### config.mk
export PLATFORM = sky130hd
export DESIGN_NAME = ifetch_ctrl
export DESIGN_NICKNAME = d
export VERILOG_FILES = /design/src/rtl/mips_pkg.sv /design/src/rtl/ifetch_ctrl_ifq2.sv /design/src/rtl/ifetch_ctrl.sv
export SDC_FILE = /design/constraint.sdc
export NUM_CORES = 1
export LEC_CHECK = 0
export ABC_AREA = 1
export CAP_MARGIN = 10
export CORE_ASPECT_RATIO = 2
export CORE_MARGIN = 8
export CORE_UTILIZATION = 25
export CTS_CLUSTER_SIZE = 30
export DETAILED_ROUTE_END_ITERATION = 16
export PLACE_DENSITY = 0.56
export SYNTH_ARGS = -nofsm -noshare
export SYNTH_HDL_FRONTEND = slang
export SYNTH_SLANG_ARGS = --single-unit
### constraint.sdc
create_clock -name clk -period 1.9 [get_ports clk]
set_input_delay 0.285 -clock clk [delete_from_list [all_inputs] [get_ports clk]]
set_output_delay 0.285 -clock clk [all_outputs]
set_load 0.01 [all_outputs]
### src/rtl/mips_pkg.sv
// Shared fetch-side definitions: FSM state encoding, opcode field location,
// the default halt opcode and the queue entry layout.
package mips_pkg;

  typedef enum logic [1:0] {
    S_IDLE  = 2'd0,
    S_FETCH = 2'd1,
    S_HALT  = 2'd2,
    S_ERR   = 2'd3
  } fetch_state_e;

  localparam int          OPC_HI      = 31;
  localparam int          OPC_LO      = 26;
  localparam logic [5:0]  HALT_OPCODE = 6'd63;

  typedef struct packed {
    logic [31:0] instr;
    logic [31:0] pc;
  } fq_entry_t;

  function automatic logic [5:0] opcode_of(input logic [31:0] word);
    return word[OPC_HI:OPC_LO];
  endfunction

endpackage

### src/rtl/ifetch_ctrl_ifq2.sv
// Two-entry instruction queue whose head slot is itself the registered
// output, so a push into an empty queue is visible one cycle later.
module ifq2
  import mips_pkg::*;
(
  input  logic      clk,
  input  logic      reset_n,
  input  logic      flush_i,
  input  logic      push_i,
  input  fq_entry_t push_data_i,
  input  logic      pop_i,
  output fq_entry_t head_o,
  output logic      head_valid_o,
  output logic      full_o,
  output logic      empty_o
);

  fq_entry_t head_q, head_d, tail_q, tail_d;
  logic      hv_q, hv_d, tv_q, tv_d;

  // Pop first so that a simultaneous push lands in whichever slot the pop freed.
  always_comb begin
    head_d = head_q;
    tail_d = tail_q;
    hv_d   = hv_q;
    tv_d   = tv_q;
    if (flush_i) begin
      hv_d = 1'b0;
      tv_d = 1'b0;
    end else begin
      if (pop_i && hv_q) begin
        head_d = tail_q;
        hv_d   = tv_q;
        tv_d   = 1'b0;
      end
      if (push_i) begin
        if (!hv_d) begin
          head_d = push_data_i;
          hv_d   = 1'b1;
        end else begin
          tail_d = push_data_i;
          tv_d   = 1'b1;
        end
      end
    end
  end

  always_ff @(posedge clk or negedge reset_n) begin
    if (!reset_n) begin
      head_q <= '0;
      tail_q <= '0;
      hv_q   <= 1'b0;
      tv_q   <= 1'b0;
    end else begin
      head_q <= head_d;
      tail_q <= tail_d;
      hv_q   <= hv_d;
      tv_q   <= tv_d;
    end
  end

  assign head_o       = head_q;
  assign head_valid_o = hv_q;
  assign full_o       = hv_q && tv_q;
  assign empty_o      = !hv_q;

endmodule

### src/rtl/ifetch_ctrl.sv
// Instruction fetch controller: owns the PC and the fetch FSM, reads a
// combinational ROM and feeds decode through a two-entry queue.
module ifetch_ctrl
  import mips_pkg::*;
#(
  parameter logic [31:0] RESET_PC = 32'h0000_0000,
  parameter logic [5:0]  HALT_OP  = HALT_OPCODE
) (
  input  logic        clk,
  input  logic        reset_n,
  input  logic        run,
  output logic [31:0] rom_addr,
  input  logic [31:0] rom_data,
  output logic [31:0] instr,
  output logic [31:0] instr_pc,
  output logic        instr_valid,
  input  logic        instr_ready,
  input  logic        redirect,
  input  logic [31:0] redirect_pc,
  output logic        halted,
  output logic        align_err
);

  fetch_state_e state_q;
  logic [31:0]  pc_q;
  logic         halted_q, align_err_q;

  logic         push, pop, flush, full, empty, empty_next;
  fq_entry_t    head;
  logic         head_valid;

  // A redirect wins over both queue operations; a full queue still accepts a
  // push when decode drains the head in the same cycle.
  always_comb begin
    flush      = (state_q != S_ERR) && redirect;
    pop        = (state_q != S_ERR) && !redirect && head_valid && instr_ready;
    push       = (state_q == S_FETCH) && run && !redirect && (!full || pop);
    empty_next = flush || (empty && !push) || (!full && !empty && pop && !push);
  end

  always_ff @(posedge clk or negedge reset_n) begin
    if (!reset_n) begin
      state_q     <= S_IDLE;
      pc_q        <= RESET_PC;
      halted_q    <= 1'b0;
      align_err_q <= 1'b0;
    end else if (state_q != S_ERR) begin
      if (redirect) begin
        halted_q <= 1'b0;
        if (redirect_pc[1:0] != 2'b00) begin
          state_q     <= S_ERR;
          align_err_q <= 1'b1;
        end else begin
          pc_q    <= redirect_pc;
          state_q <= run ? S_FETCH : S_IDLE;
        end
      end else begin
        if (push) pc_q <= pc_q + 32'd4;
        case (state_q)
          S_IDLE:  if (run) state_q <= S_FETCH;
          S_FETCH: begin
            if (!run)
              state_q <= S_IDLE;
            else if (push && (opcode_of(rom_data) == HALT_OP))
              state_q <= S_HALT;
          end
          S_HALT:  halted_q <= empty_next;
          default: ;
        endcase
      end
    end
  end

  ifq2 u_ifq (
    .clk          (clk),
    .reset_n      (reset_n),
    .flush_i      (flush),
    .push_i       (push),
    .push_data_i  ('{instr: rom_data, pc: pc_q}),
    .pop_i        (pop),
    .head_o       (head),
    .head_valid_o (head_valid),
    .full_o       (full),
    .empty_o      (empty)
  );

  assign rom_addr    = pc_q;
  assign instr       = head.instr;
  assign instr_pc    = head.pc;
  assign instr_valid = head_valid;
  assign halted      = halted_q;
  assign align_err   = align_err_q;

endmodule

==> insert_results.sql, run 1 <==
INSERT INTO impl_metrics (metric_group, metric, value, unit) VALUES
('critical_path', 'crit_slowest_cell', 'clkdlybuf4s50_1', ''),
('sta', 'slew_headroom', '71.4', '%'),
('logic_synthesis', 'ys_top_cells_by_area', 'dfrtp_1 (50%), nand2_1 (15%), nand3_1 (10%), nor2_1 (5.4%), inv_1 (4.7%)', ''),
('cts', 'clockRootBuffer', 'clkbuf_16', ''),
('sta', 'timing.final.hold_violations', '0', ''),
('logic_synthesis', 'simple_gate_share_of_the_synthesized_area', '31.7', '%'),
('logic_synthesis', 'post-synth-top-count-cell', 'nand2_1', ''),
('critical_path', 'worst_path_largest_cell_delay', '530', 'ps'),
('logic_synthesis', 'synth_cell_types', '23', ''),
('die', 'initial_utilization', '25.4', '%'),
('layout', 'syn_to_final_growth', '38.4', '%'),
('logic_synthesis', 'synth_compound_area_share', '9.89', '%'),
('pwr', 'power.share.sequential', '36.9', '%'),
('logic_synthesis', 'synth_top_family_by_area', 'simple AND/OR/NAND/NOR gates', ''),
('placement', 'place_worst_setup_slack', '-135', 'ps'),
('logic_synthesis', 'synthXorXnorAreaFrac', '0.105', '%'),
('routing', 'avgViaCountPerCell', '4.54', ''),
('layout', 'drive_above_1_share', '9.24', '%'),
('pwr', 'p_int', '11.0', 'mW'),
('placement', 'post-dp-hpwl', '22400', 'um'),
('routing', 'drt_wl_total', '30200', 'um'),
('global_routing', 'global_route_wire_length_before_repair', '47000', 'um'),
('sta', 'worst_slack', '54.6', 'ps'),
('routing', 'ant_nets_after_route', '0', ''),
('hold_path', 'type_of_the_tightest_min_delay_check', 'in2async', ''),
('layout', 'final_net_count', '1399', ''),
('sta', 'fmax', '542', 'MHz'),
('critical_path', 'critical_path_peak_fanout', '4', ''),
('global_routing', 'grt_max_degree', '69', ''),
('sta', 'setup_repair_after_global_routing_missed_its_margin', 'false', ''),
('logic_synthesis', 'syn-num-nets', '1207', ''),
('status', 'run_status', 'finished clean', ''),
('critical_path', 'cp_cell_sequence', 'buf_4 > clkdlybuf4s50_1', ''),
('cts', 'cts_tree', 'done', ''),
('routing', 'drt_iter0_markers', '521', ''),
('global_routing', 'grt_antenna_before_repair', '0', ''),
('critical_path', 'timing.critical_path.to_type', 'output port', ''),
('pwr', 'netsw', '6.91', 'mW'),
('cts', 'cts_buffer_depth', '2', ''),
('die', 'floorplan.io_pins', '168', ''),
('logic_synthesis', 'synthMuxAreaShare', '0', '%'),
('pwr', 'switching_share', '38.6', '%'),
('cts', 'total_number_of_h_tree_levels', '4', ''),
('die', 'fp.dieArea', '0.0398', 'mm2'),
('logic_synthesis', 'synthFlopType', 'dfrtp_1', ''),
('critical_path', 'cp_top_family', 'buffers and inverters', ''),
('critical_path', 'critical_path_class', 'reg2out', ''),
('routing', 'wl_per_cell', '17.0', 'um'),
('cts', 'clkSinkCount', '166', ''),
('die', 'floorplan.core_area', '0.0328', 'mm2'),
('pwr', 'power_per_cell_area', '1550', 'mW/mm2'),
('routing', 'dr.pass1.iters', '5', ''),
('global_routing', 'first_global_vias', '8094', ''),
('sta', 'worst_pin_slew', '430', 'ps'),
('critical_path', 'start_kind', 'flop', ''),
('die', 'chipHeight', '274', 'um'),
('pwr', 'post-layout-total-power', '17.9', 'mW'),
('layout', 'postLayoutCellArea', '0.0115', 'mm2'),
('placement', 'buffer_ports.inserted', '167', ''),
('pwr', 'combPwrFrac', '43.3', '%'),
('logic_synthesis', 'synth_area', '0.00833', 'mm2'),
('sta', 'setup_viol_count_final', '0', ''),
('pwr', 'clock_power_share', '19.9', '%'),
('layout', 'antenna_cells_inserted', '0', ''),
('logic_synthesis', 'synth_commonest_cells', 'nand2_1 (335), nand3_1 (171), dfrtp_1 (166)', ''),
('critical_path', 'worstPathRequired', '1620', 'ps'),
('critical_path', 'timing.critical_path.arrival', '1560', 'ps'),
('sta', 'final.period_utilization', '97.1', '%'),
('logic_synthesis', 'synth_sequential_area_ratio', '49.9', '%'),
('logic_synthesis', 'syn-mean-instance-area', '7.32', 'um2'),
('logic_synthesis', 'yosys_register_bits', '166', '');
==> final timing paths <==
check | start | end | slack [ps] | cells after the start
worst max-delay path | rom_addr[9] | rom_addr[9] | 50 | 2
worst min register to register | align_err | align_err | 480 | 1
worst min-delay path | reset_n | rom_addr[9] | 270 | 2
worst max register to register | rom_addr[12] | rom_addr[21] | 190 | 10
min in group clk | rom_data[19] | u_ifq.tail_q[51] | 430 | 3
max in group asynchronous | reset_n | rom_addr[25] | 900 | 3
==> cells by family after synthesis <==
family / after synthesis
buffers and inverters: 172
XOR/XNOR: 1
AND/OR/NAND/NOR: 636
AO/OA/AOI/OAI: 161
adder cells (fa/ha/maj): 1
flip-flops: 166
==> per-layer routing <==
metal  GRT usage, %  vias up  wire [um]  share of wire, %
met3           3.09       58       1080               3.6
met1           15.4     3781      11300                37
met4           7.68        0       1210               4.0
li1               -     4025          -                 -
met5              0        -          0                 0
met2           29.0      188      16600                55
==> worst register-to-register path: cells and delay by family (launching register included) <==
| family | cells | cell delay, ps |
|---|---|---|
| and+or+nand+nor | 9 | 980 |
| buffers and inverters | 1 | 160 |
| DFF | 1 | 460 |
==> area by class of cell <==
class | count | area, um2
fillers | 3448 | 21300
well taps | 432 | 541
clock inverters | 10 | 120
clock buffers | 22 | 474
inverters | 107 | 402
multi-input cells | 799 | 3500
repair buffers | 238 | 2320
flip-flops and latches | 166 | 4170
==> power by group through the flow <==
stage	Sequential, mW	Combinational [mW]	Clock [mW]
2_1_floorplan	6.80	3.40	0
3_5_place_dp	6.65	7.78	0
5_1_grt	6.82	8.67	3.78
4_1_cts	6.59	7.83	3.66
3_3_place_gp	6.60	7.68	0
6_report	6.60	7.74	3.55
==> through the flow <==
stage	hold slack [ps]	utilization, %	instances	setup TNS, ps
finish	272	35.1	1774	0
global route	269	35.1	1774	0
CTS	271	35.0	1772	0
detailed placement	176	33.2	1738	-13460
global placement	171	33.2	1738	-12270
floorplan	-10.6	-	1137	0
==> cell usage in the layout (no fill, tap or decap), drive strengths merged, types with 2 or more instances in the layout <==
master / instances
o21ai: 128
a21oi: 30
clkbuf: 22
nand4: 6
nand2: 338
clkinvlp: 2
nand3: 171
nor2: 120
dlygate4sd2: 2
buf: 71
clkdlybuf4s50: 164
dfrtp: 166
inv: 109
bufinv: 2
clkinv: 4
==> registers in the layout, summed over array words and instances, names as in the netlist <==
| signal | cells |
|---|---|
| rom_addr | 32 |
| u_ifq.head_o | 64 |
| u_ifq.tail_q | 64 |
| halted | 1 |
| u_ifq.head_valid_o | 1 |
| u_ifq.tv_q | 1 |
| align_err | 1 |
| state_q | 2 |
==> repair_timing <==
action | in CTS | in global routing
setup endpoints to repair | 4 | 14
setup buffers | 1 | 2
endpoints found under the hold margin | 30 | 0
resized for setup | 3 | 11
hold buffers | 1 | 0
No activity file was read; power rests on OpenSTA's default activity.
==> inputs of run 2 (changes only) <==
- PLACE_DENSITY: 0.56 -> 0.52
==> insert_results.sql, run 2 (synthesis gave the netlist of run 1 again) <==
INSERT INTO impl_metrics (metric_group, metric, value, unit) VALUES
('status', 'run_status', 'finished clean', ''),
('routing', 'wl_per_cell', '17.4', 'um'),
('critical_path', 'cp_top_family', 'buffers and inverters', ''),
('cts', 'cts-buffers-inserted', '17', ''),
('hold_path', 'type_of_the_tightest_min_delay_check', 'in2async', ''),
('run', 'timing.max_cap.violations', '0', ''),
('sta', 'setup_viol_count_final', '0', ''),
('global_routing', 'first_global_vias', '8436', ''),
('cts', 'cts_buffer_depth', '2', ''),
('routing', 'drt_wl_total', '31200', 'um'),
('layout', 'post_layout_nonfiller_instances', '1793', ''),
('layout', 'most-common-layout-cells', 'nand2_1 (333), nand3_1 (171), clkdlybuf4s50_1 (163)', ''),
('sta', 'setup_repair_after_global_routing_missed_its_margin', 'false', ''),
('critical_path', 'critical_path_peak_fanout', '5', ''),
('critical_path', 'timing.critical_path.arrival', '1570', 'ps'),
('pwr', 'power.share.sequential', '36.9', '%'),
('cts', 'clk-insertion-delay-late', '440', 'ps'),
('global_routing', 'grt_antenna_before_repair', '0', ''),
('sta', 'worst_pin_slew', '592', 'ps'),
('routing', 'route.detailed.drc', '0', ''),
('global_routing', 'grt_max_degree', '65', ''),
('sta', 'totalNegativeSetupSlack', '0', 'ps'),
('layout', 'postLayoutCoreUtil', '35.6', '%'),
('sta', 'fmax', '540', 'MHz'),
('sta', 'final_clock_skew', '9.13', 'ps'),
('critical_path', 'critical_path_class', 'reg2out', ''),
('global_routing', 'global_route_wire_length_before_repair', '49000', 'um'),
('routing', 'ant_nets_after_route', '0', ''),
('sta', 'hold_slack', '330', 'ps'),
('die', 'placement_rows', '94', ''),
('global_routing', 'gr-usage-all-layers', '15.9', '%'),
('placement', 'post-dp-hpwl', '23300', 'um'),
('pwr', 'clock_power_share', '19.2', '%'),
('critical_path', 'start_kind', 'flop', ''),
('layout', 'antenna_cells_inserted', '0', ''),
('placement', 'buffer_ports.inserted', '167', ''),
('placement', 'gp_congestion', '0.888', ''),
('layout', 'most_frequent_standard_cell_in_the_layout_excluding_fill_and_tap_cells', 'nand2_1', ''),
('sta', 'timing.final.hold_violations', '0', ''),
('pwr', 'combPwrFrac', '43.9', '%'),
('pwr', 'p_leak', '5.60', 'nW'),
('layout', 'syn_to_final_growth', '40.2', '%'),
('cts', 'clk_pin_slew_worst_paths', '70', 'ps'),
('cts', 'total_number_of_h_tree_levels', '4', ''),
('die', 'chipHeight', '274', 'um'),
('layout', 'n_fill_cell', '3433', ''),
('layout', 'final_net_count', '1420', ''),
('pwr', 'power_per_cell_area', '1530', 'mW/mm2'),
('die', 'floorplan.core_area', '0.0328', 'mm2'),
('cts', 'clkSinkCount', '166', ''),
('pwr', 'post-layout-total-power', '17.9', 'mW'),
('pwr', 'netsw', '6.90', 'mW'),
('placement', 'numPlacedInstances', '1758', ''),
('die', 'initial_utilization', '25.4', '%'),
('pwr', 'peakVddDrop', '0.000678', 'V'),
('sta', 'final-max-slew-violation-count', '0', ''),
('critical_path', 'worst_path_largest_cell_delay', '560', 'ps'),
('routing', 'avgViaCountPerCell', '4.53', ''),
('routing', 'dr.pass1.iters', '5', ''),
('die', 'floorplan.io_pins', '168', ''),
('critical_path', 'timing.critical_path.to_type', 'output port', ''),
('layout', 'multi_input_comb_area', '0.00350', 'mm2'),
('pwr', 'switching_share', '38.5', '%'),
('global_routing', 'globalRoute.totalOverflow', '0', ''),
('die', 'floorplan.die.width', '145', 'um'),
('routing', 'detailroute.via_count', '8126', ''),
('layout', 'area_used_by_sequential_logic_in_the_layout', '0.00416', 'mm2'),
('pwr', 'p_int', '11.0', 'mW'),
('layout', 'drive_above_1_share', '10.3', '%'),
('cts', 'cts_tree', 'done', ''),
('sta', 'slew_headroom', '60.5', '%'),
('critical_path', 'cp_cell_sequence', 'buf_4 > clkdlybuf4s50_1', ''),
('critical_path', 'worstPathRequired', '1620', 'ps'),
('sta', 'final.period_utilization', '97.5', '%'),
('cts', 'clockRootBuffer', 'clkbuf_16', ''),
('routing', 'drt_iter0_markers', '429', ''),
('die', 'fp.dieArea', '0.0398', 'mm2'),
('critical_path', 'timing.critical_path.buf_inv', '2', ''),
('critical_path', 'crit_slowest_cell', 'clkdlybuf4s50_1', ''),
('sta', 'minimum_clock_period_after_layout', '1850', 'ps');
[run 2: changes by cell type in the layout (fill, tap and decap cells not counted)]
| cell | before | now |
|---|---|---|
| dfrtp_1 | 155 | 158 |
| dlygate4sd2_1 | 2 | 1 |
| clkdlybuf4s50_1 | 164 | 163 |
| clkbuf_8 | 3 | 2 |
| dlymetal6s2s_1 | 0 | 2 |
| buf_4 | 61 | 81 |
| clkbuf_1 | 2 | 3 |
| nor2_1 | 117 | 116 |
| inv_6 | 2 | 0 |
| clkinvlp_4 | 2 | 3 |
| buf_12 | 9 | 10 |
| nor2_2 | 1 | 2 |
| clkinv_4 | 2 | 1 |
| dfrtp_2 | 11 | 8 |
[run 2: timing repair]
item | in CTS | in global routing
setup endpoints to repair | 8 | 7
gates resized for setup | 6 | 7
endpoints found under the hold margin | 32 | 0
hold buffers | 1 | 0
setup buffers | 3 | 1
[run 2: power by group through the flow]
| stage | Clock (mW) | Sequential (mW) | Combinational [mW] |
|---|---|---|---|
| 2_1_floorplan | 0 | 6.80 | 3.40 |
| 3_3_place_gp | 0 | 6.64 | 7.81 |
| 3_5_place_dp | 0 | 6.68 | 7.90 |
| 4_1_cts | 3.55 | 6.61 | 8.01 |
| 5_1_grt | 3.68 | 6.84 | 8.83 |
| 6_report | 3.43 | 6.61 | 7.87 |
[run 2: worst paths after layout]
kind	start	to	slack [ps]	cells past startpoint
min in group clk	rom_data[17]	u_ifq.tail_q[49]	420	3
setup / recovery	rom_addr[11]	rom_addr[11]	50	2
max in group asynchronous	reset_n	rom_addr[28]	920	3
setup reg to reg	rom_addr[2]	rom_addr[26]	200	10
hold reg to reg	u_ifq.tail_q[53]	u_ifq.tail_q[53]	500	2
hold / removal	reset_n	u_ifq.head_o[6]	330	2
[run 2: routing by layer]
metal | vias up | share of wire, % | global-route usage, %
li1 | 4073 | - | -
met1 | 3832 | 37 | 16.0
met2 | 164 | 55 | 30.3
met3 | 57 | 3.4 | 3.09
met4 | 0 | 4.3 | 8.48
met5 | - | 0 | 0
[run 2: layout make-up]
class / instances / share of cell area (%)
Sequential cell: 166 / 35.7
Multi-Input combinational cell: 799 / 30.0
Timing Repair Buffer: 259 / 21.4
Tap cell: 432 / 4.63
Clock buffer: 22 / 3.98
Inverter: 107 / 3.44
Clock inverter: 8 / 0.868
[run 2: metrics by stage]
step | setup slack, ps | area (um2)
6_report | 47.4 | 11700
3_5_place_dp | -188 | 11000
3_3_place_gp | -155 | 11000
5_1_grt | 1.85 | 11700
2_1_floorplan | 256 | 8330
4_1_cts | 8.01 | 11600
